### src/rtl/config_status_tx_pkg.sv
// ---------------------------------------------------------------------------
// config_status_tx_pkg
// Shared definitions for the configuration register path. Both the config
// receive block and the status readback transmitter use these so that the
// byte format (index in [7:4], data in [3:0]) stays identical on both sides.
//
// Contents:
//   CFG_IDX_*   - register index carried in the upper nibble of a config byte
//   SEL_*       - readback request selector encodings (req_sel)
//   tx_state_t  - readback transmitter FSM states
//   make_cfg_byte() - packs an index/data pair into one config byte
// ---------------------------------------------------------------------------
package config_status_tx_pkg;

    localparam logic [3:0] CFG_IDX_MODE       = 4'd0;
    localparam logic [3:0] CFG_IDX_BRIGHTNESS = 4'd1;
    localparam logic [3:0] CFG_IDX_ANIM       = 4'd2;

    localparam logic [1:0] SEL_MODE       = 2'd0;
    localparam logic [1:0] SEL_BRIGHTNESS = 2'd1;
    localparam logic [1:0] SEL_ANIM       = 2'd2;
    localparam logic [1:0] SEL_DUMP       = 2'd3;

    typedef enum logic [1:0] {
        IDLE = 2'd0,
        LOAD = 2'd1,
        SEND = 2'd2,
        NEXT = 2'd3
    } tx_state_t;

    function automatic logic [7:0] make_cfg_byte(input logic [3:0] idx,
                                                 input logic [3:0] data);
        return {idx, data};
    endfunction

endpackage

### src/rtl/uart_tx_serializer.sv
// ---------------------------------------------------------------------------
// uart_tx_serializer
// 8N1 UART transmitter: start bit (0), 8 data bits LSB first, stop bit (1),
// every bit held for exactly CLKS_PER_BIT clocks.
//
// Ports:
//   clk   - clock, rising edge
//   rst   - synchronous active-high reset, aborts any frame in flight
//   start - one-cycle strobe, latches data and begins a frame
//   data  - byte to send, sampled when start is high
//   tx    - registered serial line, idle high
//   done  - high for one cycle during the final clock of the stop bit
//
// The line output is registered one stage behind the internal frame state,
// so tx reaches the pin one clock after the shift register moves. done is
// raised on the internal timeline, which is one clock ahead of tx; this lets
// the controlling FSM queue the next byte so the line only idles two clocks
// between frames.
// ---------------------------------------------------------------------------
module uart_tx_serializer #(
    parameter int CLKS_PER_BIT = 868
) (
    input  logic       clk,
    input  logic       rst,
    input  logic       start,
    input  logic [7:0] data,
    output logic       tx,
    output logic       done
);

    localparam int             CW       = $clog2(CLKS_PER_BIT);
    localparam logic [CW-1:0]  CNT_LAST = CW'(CLKS_PER_BIT - 1);
    localparam logic [3:0]     BIT_LAST = 4'd9;

    logic          active;
    logic [CW-1:0] cnt;
    logic [3:0]    bit_cnt;
    logic [9:0]    frame;
    logic          bit_end;

    assign bit_end = active && (cnt == CNT_LAST);
    assign done    = bit_end && (bit_cnt == BIT_LAST);

    // Frame shifter: the whole 10-bit frame is loaded at once and shifted
    // right at the end of each bit period, filling with ones so the line
    // naturally rests high. The bit-period counter wraps straight back to
    // zero on the last count so no bit is ever stretched.
    always_ff @(posedge clk) begin
        if (rst) begin
            active  <= 1'b0;
            cnt     <= '0;
            bit_cnt <= '0;
            frame   <= '1;
            tx      <= 1'b1;
        end else begin
            tx <= active ? frame[0] : 1'b1;
            if (start) begin
                frame   <= {1'b1, data, 1'b0};
                active  <= 1'b1;
                cnt     <= '0;
                bit_cnt <= '0;
            end else if (active) begin
                if (bit_end) begin
                    cnt   <= '0;
                    frame <= {1'b1, frame[9:1]};
                    if (bit_cnt == BIT_LAST) begin
                        active <= 1'b0;
                    end else begin
                        bit_cnt <= bit_cnt + 4'd1;
                    end
                end else begin
                    cnt <= cnt + 1'b1;
                end
            end
        end
    end

endmodule

### src/rtl/config_status_tx.sv
// ---------------------------------------------------------------------------
// config_status_tx
// Configuration readback: on request, sends the current mode, brightness
// and/or animation select over UART in the same index/data byte format the
// config receive path decodes.
//
// Ports:
//   clk           - clock, rising edge
//   rst           - synchronous active-high reset
//   mode          - current mode register (4 bits)
//   brightness    - current brightness register (4 bits)
//   animation_sel - current animation select (4 bits)
//   req_valid     - readback request strobe
//   req_sel       - 0 mode, 1 brightness, 2 animation_sel, 3 dump all three
//   req_ready     - high in IDLE only; request taken when valid & ready
//   tx            - UART serial line, idle high
//   busy          - high whenever the FSM is not IDLE
// ---------------------------------------------------------------------------
module config_status_tx
    import config_status_tx_pkg::*;
#(
    parameter int CLKS_PER_BIT = 868
) (
    input  logic       clk,
    input  logic       rst,
    input  logic [3:0] mode,
    input  logic [3:0] brightness,
    input  logic [3:0] animation_sel,
    input  logic       req_valid,
    input  logic [1:0] req_sel,
    output logic       req_ready,
    output logic       tx,
    output logic       busy
);

    tx_state_t  state;
    tx_state_t  next_state;
    logic [3:0] snap_mode;
    logic [3:0] snap_brightness;
    logic [3:0] snap_anim;
    logic [1:0] byte_idx;
    logic [1:0] last_idx;
    logic       accept;
    logic       ser_start;
    logic       ser_done;
    logic [7:0] ser_data;

    assign accept = (state == IDLE) && req_valid;

    // State register; reset wins over a request arriving on the same edge.
    always_ff @(posedge clk) begin
        if (rst) begin
            state <= IDLE;
        end else begin
            state <= next_state;
        end
    end

    // Request snapshot and byte sequencing. All three values are captured on
    // acceptance so a dump is self-consistent even if the registers change
    // while it is going out. byte_idx reuses the req_sel encoding, and a
    // single read is just a dump whose first and last index coincide.
    always_ff @(posedge clk) begin
        if (rst) begin
            snap_mode       <= '0;
            snap_brightness <= '0;
            snap_anim       <= '0;
            byte_idx        <= '0;
            last_idx        <= '0;
        end else if (accept) begin
            snap_mode       <= mode;
            snap_brightness <= brightness;
            snap_anim       <= animation_sel;
            byte_idx        <= (req_sel == SEL_DUMP) ? SEL_MODE : req_sel;
            last_idx        <= (req_sel == SEL_DUMP) ? SEL_ANIM : req_sel;
        end else if ((state == NEXT) && (byte_idx != last_idx)) begin
            byte_idx <= byte_idx + 2'd1;
        end
    end

    // Next-state and output decode. LOAD lasts one cycle and is the only
    // cycle the serializer is told to start; NEXT decides between another
    // byte and going idle.
    always_comb begin
        next_state = state;
        ser_start  = 1'b0;
        req_ready  = 1'b0;
        busy       = 1'b1;
        case (state)
            IDLE: begin
                req_ready = 1'b1;
                busy      = 1'b0;
                if (req_valid) begin
                    next_state = LOAD;
                end
            end
            LOAD: begin
                ser_start  = 1'b1;
                next_state = SEND;
            end
            SEND: begin
                if (ser_done) begin
                    next_state = NEXT;
                end
            end
            NEXT: begin
                next_state = (byte_idx != last_idx) ? LOAD : IDLE;
            end
            default: begin
                next_state = IDLE;
            end
        endcase
    end

    // Byte to transmit for the current index, built from the snapshot.
    always_comb begin
        ser_data = make_cfg_byte(CFG_IDX_MODE, snap_mode);
        case (byte_idx)
            SEL_BRIGHTNESS: ser_data = make_cfg_byte(CFG_IDX_BRIGHTNESS, snap_brightness);
            SEL_ANIM:       ser_data = make_cfg_byte(CFG_IDX_ANIM, snap_anim);
            default:        ser_data = make_cfg_byte(CFG_IDX_MODE, snap_mode);
        endcase
    end

    uart_tx_serializer #(
        .CLKS_PER_BIT(CLKS_PER_BIT)
    ) u_serializer (
        .clk   (clk),
        .rst   (rst),
        .start (ser_start),
        .data  (ser_data),
        .tx    (tx),
        .done  (ser_done)
    );

endmodule

### config.mk
export PLATFORM = sky130hd
export DESIGN_NAME = config_status_tx
export DESIGN_NICKNAME = d
export VERILOG_FILES = /design/src/rtl/config_status_tx_pkg.sv /design/src/rtl/uart_tx_serializer.sv /design/src/rtl/config_status_tx.sv
export SDC_FILE = /design/constraint.sdc
export NUM_CORES = 1
export LEC_CHECK = 0
export CAP_MARGIN = 10
export CORE_ASPECT_RATIO = 1.1
export CORE_MARGIN = 2
export CORE_UTILIZATION = 24
export CTS_CLUSTER_DIAMETER = 200
export DETAILED_ROUTE_END_ITERATION = 12
export PLACE_DENSITY = 0.42
export RECOVER_POWER = 50
export SLEW_MARGIN = 40
export SYNTH_ARGS = -nofsm -noshare
export SYNTH_HDL_FRONTEND = slang
export SYNTH_SLANG_ARGS = --single-unit
### constraint.sdc
create_clock -name clk -period 4.11 [get_ports clk]
set_input_delay 1.233 -clock clk [delete_from_list [all_inputs] [get_ports clk]]
set_output_delay 1.233 -clock clk [all_outputs]
set_load 0.02 [all_outputs]
==> metrics.csv <==
metric,value,unit
Antenna Cells,0,
die footprint,0.009257,mm2
switch share,0.3650,
gpl congestion,0.7747,
hold depth,1,
crit path max fanout,6,
clock insertion delay at the later pin of the skew report,0.29,ns
dpl ws,1.380,ns
Ports,20,
Net Switching,449.7,uW
Post-Route WL,4.216,mm
PortBufs,19,
synthesized flop and latch total,43,
mean post-synth cell area,8.503,um2
H-tree depth,2,
sequential power share,0.458,
drt drc,0,
initial antenna violation count,0,
unrepaired setup endpoints after global routing,no,
Post-Route Skew,0.004417,ns
PwrDens,512.4,mW/mm2
number of library cell types mapped by synthesis,38,
R2R setup slack,2.31,ns
hold endpoint,u_serializer.tx,
reg2reg path depth,6,
YS warnings,0,
critical path data arrival time,1.74,ns
Syn Inst Count,240,
Finished Cell Area,0.002405,mm2
Filler cells,919,
"commonest non-fill, non-tap cell in the layout",dfxtp_1,
largest net degree at the start of global routing,20,
CTS tree,yes,
Pins Over Slew Limit,0,
CP startpoint kind,register,
fin util,0.2890,
area delta synth->final,17.84,%
Worst Hold Class,reg2reg,
Worst Path Required,2.88,ns
Power Internal,782.5,uW
CP endpoint kind,output port,
Rows,35,
multi-input combinational cell area,0.001082,mm2
Placeable Area,0.008320,mm2
first-pass GRT wire length,7.307,mm
First-pass DRT Iterations,4,
DR vias/cell,4.330,
Period minus WS final,2.975,ns
CP cell instances,"inv_1, ha_1, inv_1, clkdlybuf4s50_1",
Comb pwr share,0.330,
Max VDD drop,0.1632,mV
layout cells sized above 1,0.06250,
final worst-path setup slack,1.135,ns
"Hold Violations, Final",0,
status,"finished, final reports clean",
placed cell area,0.002325,mm2
CTS Buf Count,5,
Lkg Pwr,0.9014,nW
DR WL/cell,11.49,um
antenna-violating nets left,0,
Die W,91.92,um
clock share of power,0.212,
"Net count, final",283,
global route total overflow,0,
Max-Cap Viols,0,
post-synthesis sequential area ratio,0.4218,
CP max-delay cell,clkdlybuf4s50_1,
worst r2r dst,last_idx[0],
Final Cycle Share,0.7238,
hold path start,u_serializer.frame[0],
Initial Util,0.2453,
initial DRC count,34,
Setup Buffers After CTS,0,
Worst slew margin,0.4472,
via count,1589,
post_cts resized,0,
Die Ht,100.7,um
final setup fails,0,
vias in the first global route,1582,
Max clock buf depth,2,
Setup TNS,0,ns
clock sinks,43,
gr usage total,0.09777,
worst setup path class,reg2out,
r2r startpoint,state[1],
cts hold-fix bufs,0,
Detail Placement HPWL,3.032,mm
Worst-path clk slew,0.08,ns
Storage cell area,860.8,um2
post-synthesis cell area,0.002041,mm2
"Net Count, Synth",268,
crit-path max cell delay,0.60,ns
Max Clock Freq,0.3362,GHz
Least-Margin Pin Slew,0.8292,ns
Root Driver,clkbuf_8,
CP most frequent cell,inv_1,
most frequent cells in the layout,"43 x dfxtp_1, 39 x nand2_1, 25 x a21oi_1, 17 x clkdlybuf4s50_1, 15 x nor2_1",
==> stage by stage <==
stage	hold WS (ns)	std cells	power, mW
2_1_floorplan	0.4147	240	0.8599
3_3_place_gp	0.4381	359	0.9887
3_5_place_dp	0.4383	359	0.9881
4_1_cts	0.4600	367	1.261
5_1_grt	0.4750	367	1.337
6_report	0.4579	367	1.232
==> cells by family (layout without fill, tap and decap cells) <==
kind of cell	after synthesis	count (layout)	share of synthesized area
AO/OA/AOI/OAI	55	55	0.1582
buffers and inverters	24	40	0.04782
XOR/XNOR	13	13	0.05579
adder cells (fa/ha/maj)	11	11	0.06744
AND/OR/NAND/NOR	88	88	0.2195
multiplexers	6	6	0.02943
flip-flops	43	43	0.4218
==> cell usage after synthesis (all sizes together) <==
cell / number / area, um2
dfxtp: 43 / 860.8
nand2: 39 / 146.4
a21oi: 25 / 125.1
nor2: 15 / 56.30
o21ai: 14 / 70.07
inv: 12 / 45.04
ha: 11 / 137.6
xor2: 10 / 87.58
clkbuf: 8 / 30.03
and3: 7 / 46.29
mux2i: 6 / 60.06
nand3: 6 / 42.54
a22oi: 4 / 30.03
buf: 4 / 22.52
nand4: 4 / 25.02
and2: 3 / 18.77
nand2b: 3 / 18.77
nor3: 3 / 15.01
xnor2: 3 / 26.28
a211oi: 2 / 15.01
a31oi: 2 / 12.51
a41o: 2 / 21.27
and4bb: 2 / 32.53
o21bai: 2 / 15.01
a21o: 1 / 7.510
a221oi: 1 / 8.760
a311oi: 1 / 8.760
and3b: 1 / 8.760
and4: 1 / 10.01
nand3b: 1 / 7.510
o31a: 1 / 8.760
or2: 1 / 6.260
or3: 1 / 6.260
or4: 1 / 7.510
==> worst max path at each step <==
stage                      endpoint  cells past startpoint  slack (ns)      start
finish                         busy                      4        1.14   state[0]
global route                   busy                      4        1.01   state[0]
CTS                            busy                      4        1.11   state[0]
detailed placement  u_serializer.tx                      3        1.38        rst
global placement           state[0]                      5        1.35  req_valid
floorplan                      busy                      3        1.93   state[0]
==> power groups by stage <==
stage | Clock (mW) | Sequential, mW | Combinational (mW)
after global placement | 0 | 0.574 | 0.415
after floorplan | 0 | 0.558 | 0.301
final | 0.262 | 0.565 | 0.406
after detailed placement | 0 | 0.574 | 0.414
after global routing | 0.298 | 0.578 | 0.461
after CTS | 0.280 | 0.565 | 0.415
==> cell type report <==
| cell class | count | share of cell area |
|---|---|---|
| Multi-Input combinational cell | 173 | 0.4501 |
| Timing Repair Buffer | 20 | 0.08065 |
| Sequential cell | 43 | 0.3580 |
| Clock inverter | 3 | 0.006243 |
| Clock buffer | 5 | 0.02862 |
| Tap cell | 111 | 0.05775 |
| Inverter | 12 | 0.01873 |
==> worst max-delay path, delay by kind of cell, from the launching register on <==
family	cells	cell delay, ns
fa+ha+maj	1	0.27
buf+inv	3	0.78
flops	1	0.41
==> state kept, by name, indices dropped and copies added (netlist names) <==
signal	flops
u_serializer.tx	1
snap_mode	4
snap_brightness	4
last_idx	2
u_serializer.bit_cnt	4
u_serializer.frame	9
snap_anim	4
state	2
u_serializer.active	1
u_serializer.cnt	10
byte_idx	2
==> routing by layer <==
metal	part of all wire	vias to the layer above	wire, um	track usage
li1	-	849	-	-
met1	0.48	713	2020	0.1163
met2	0.48	22	2003	0.1742
met3	0.033	5	141	0.02319
met4	0.012	0	51	0.03100
met5	0	-	0	0
Power figures use the tool's default switching activity.
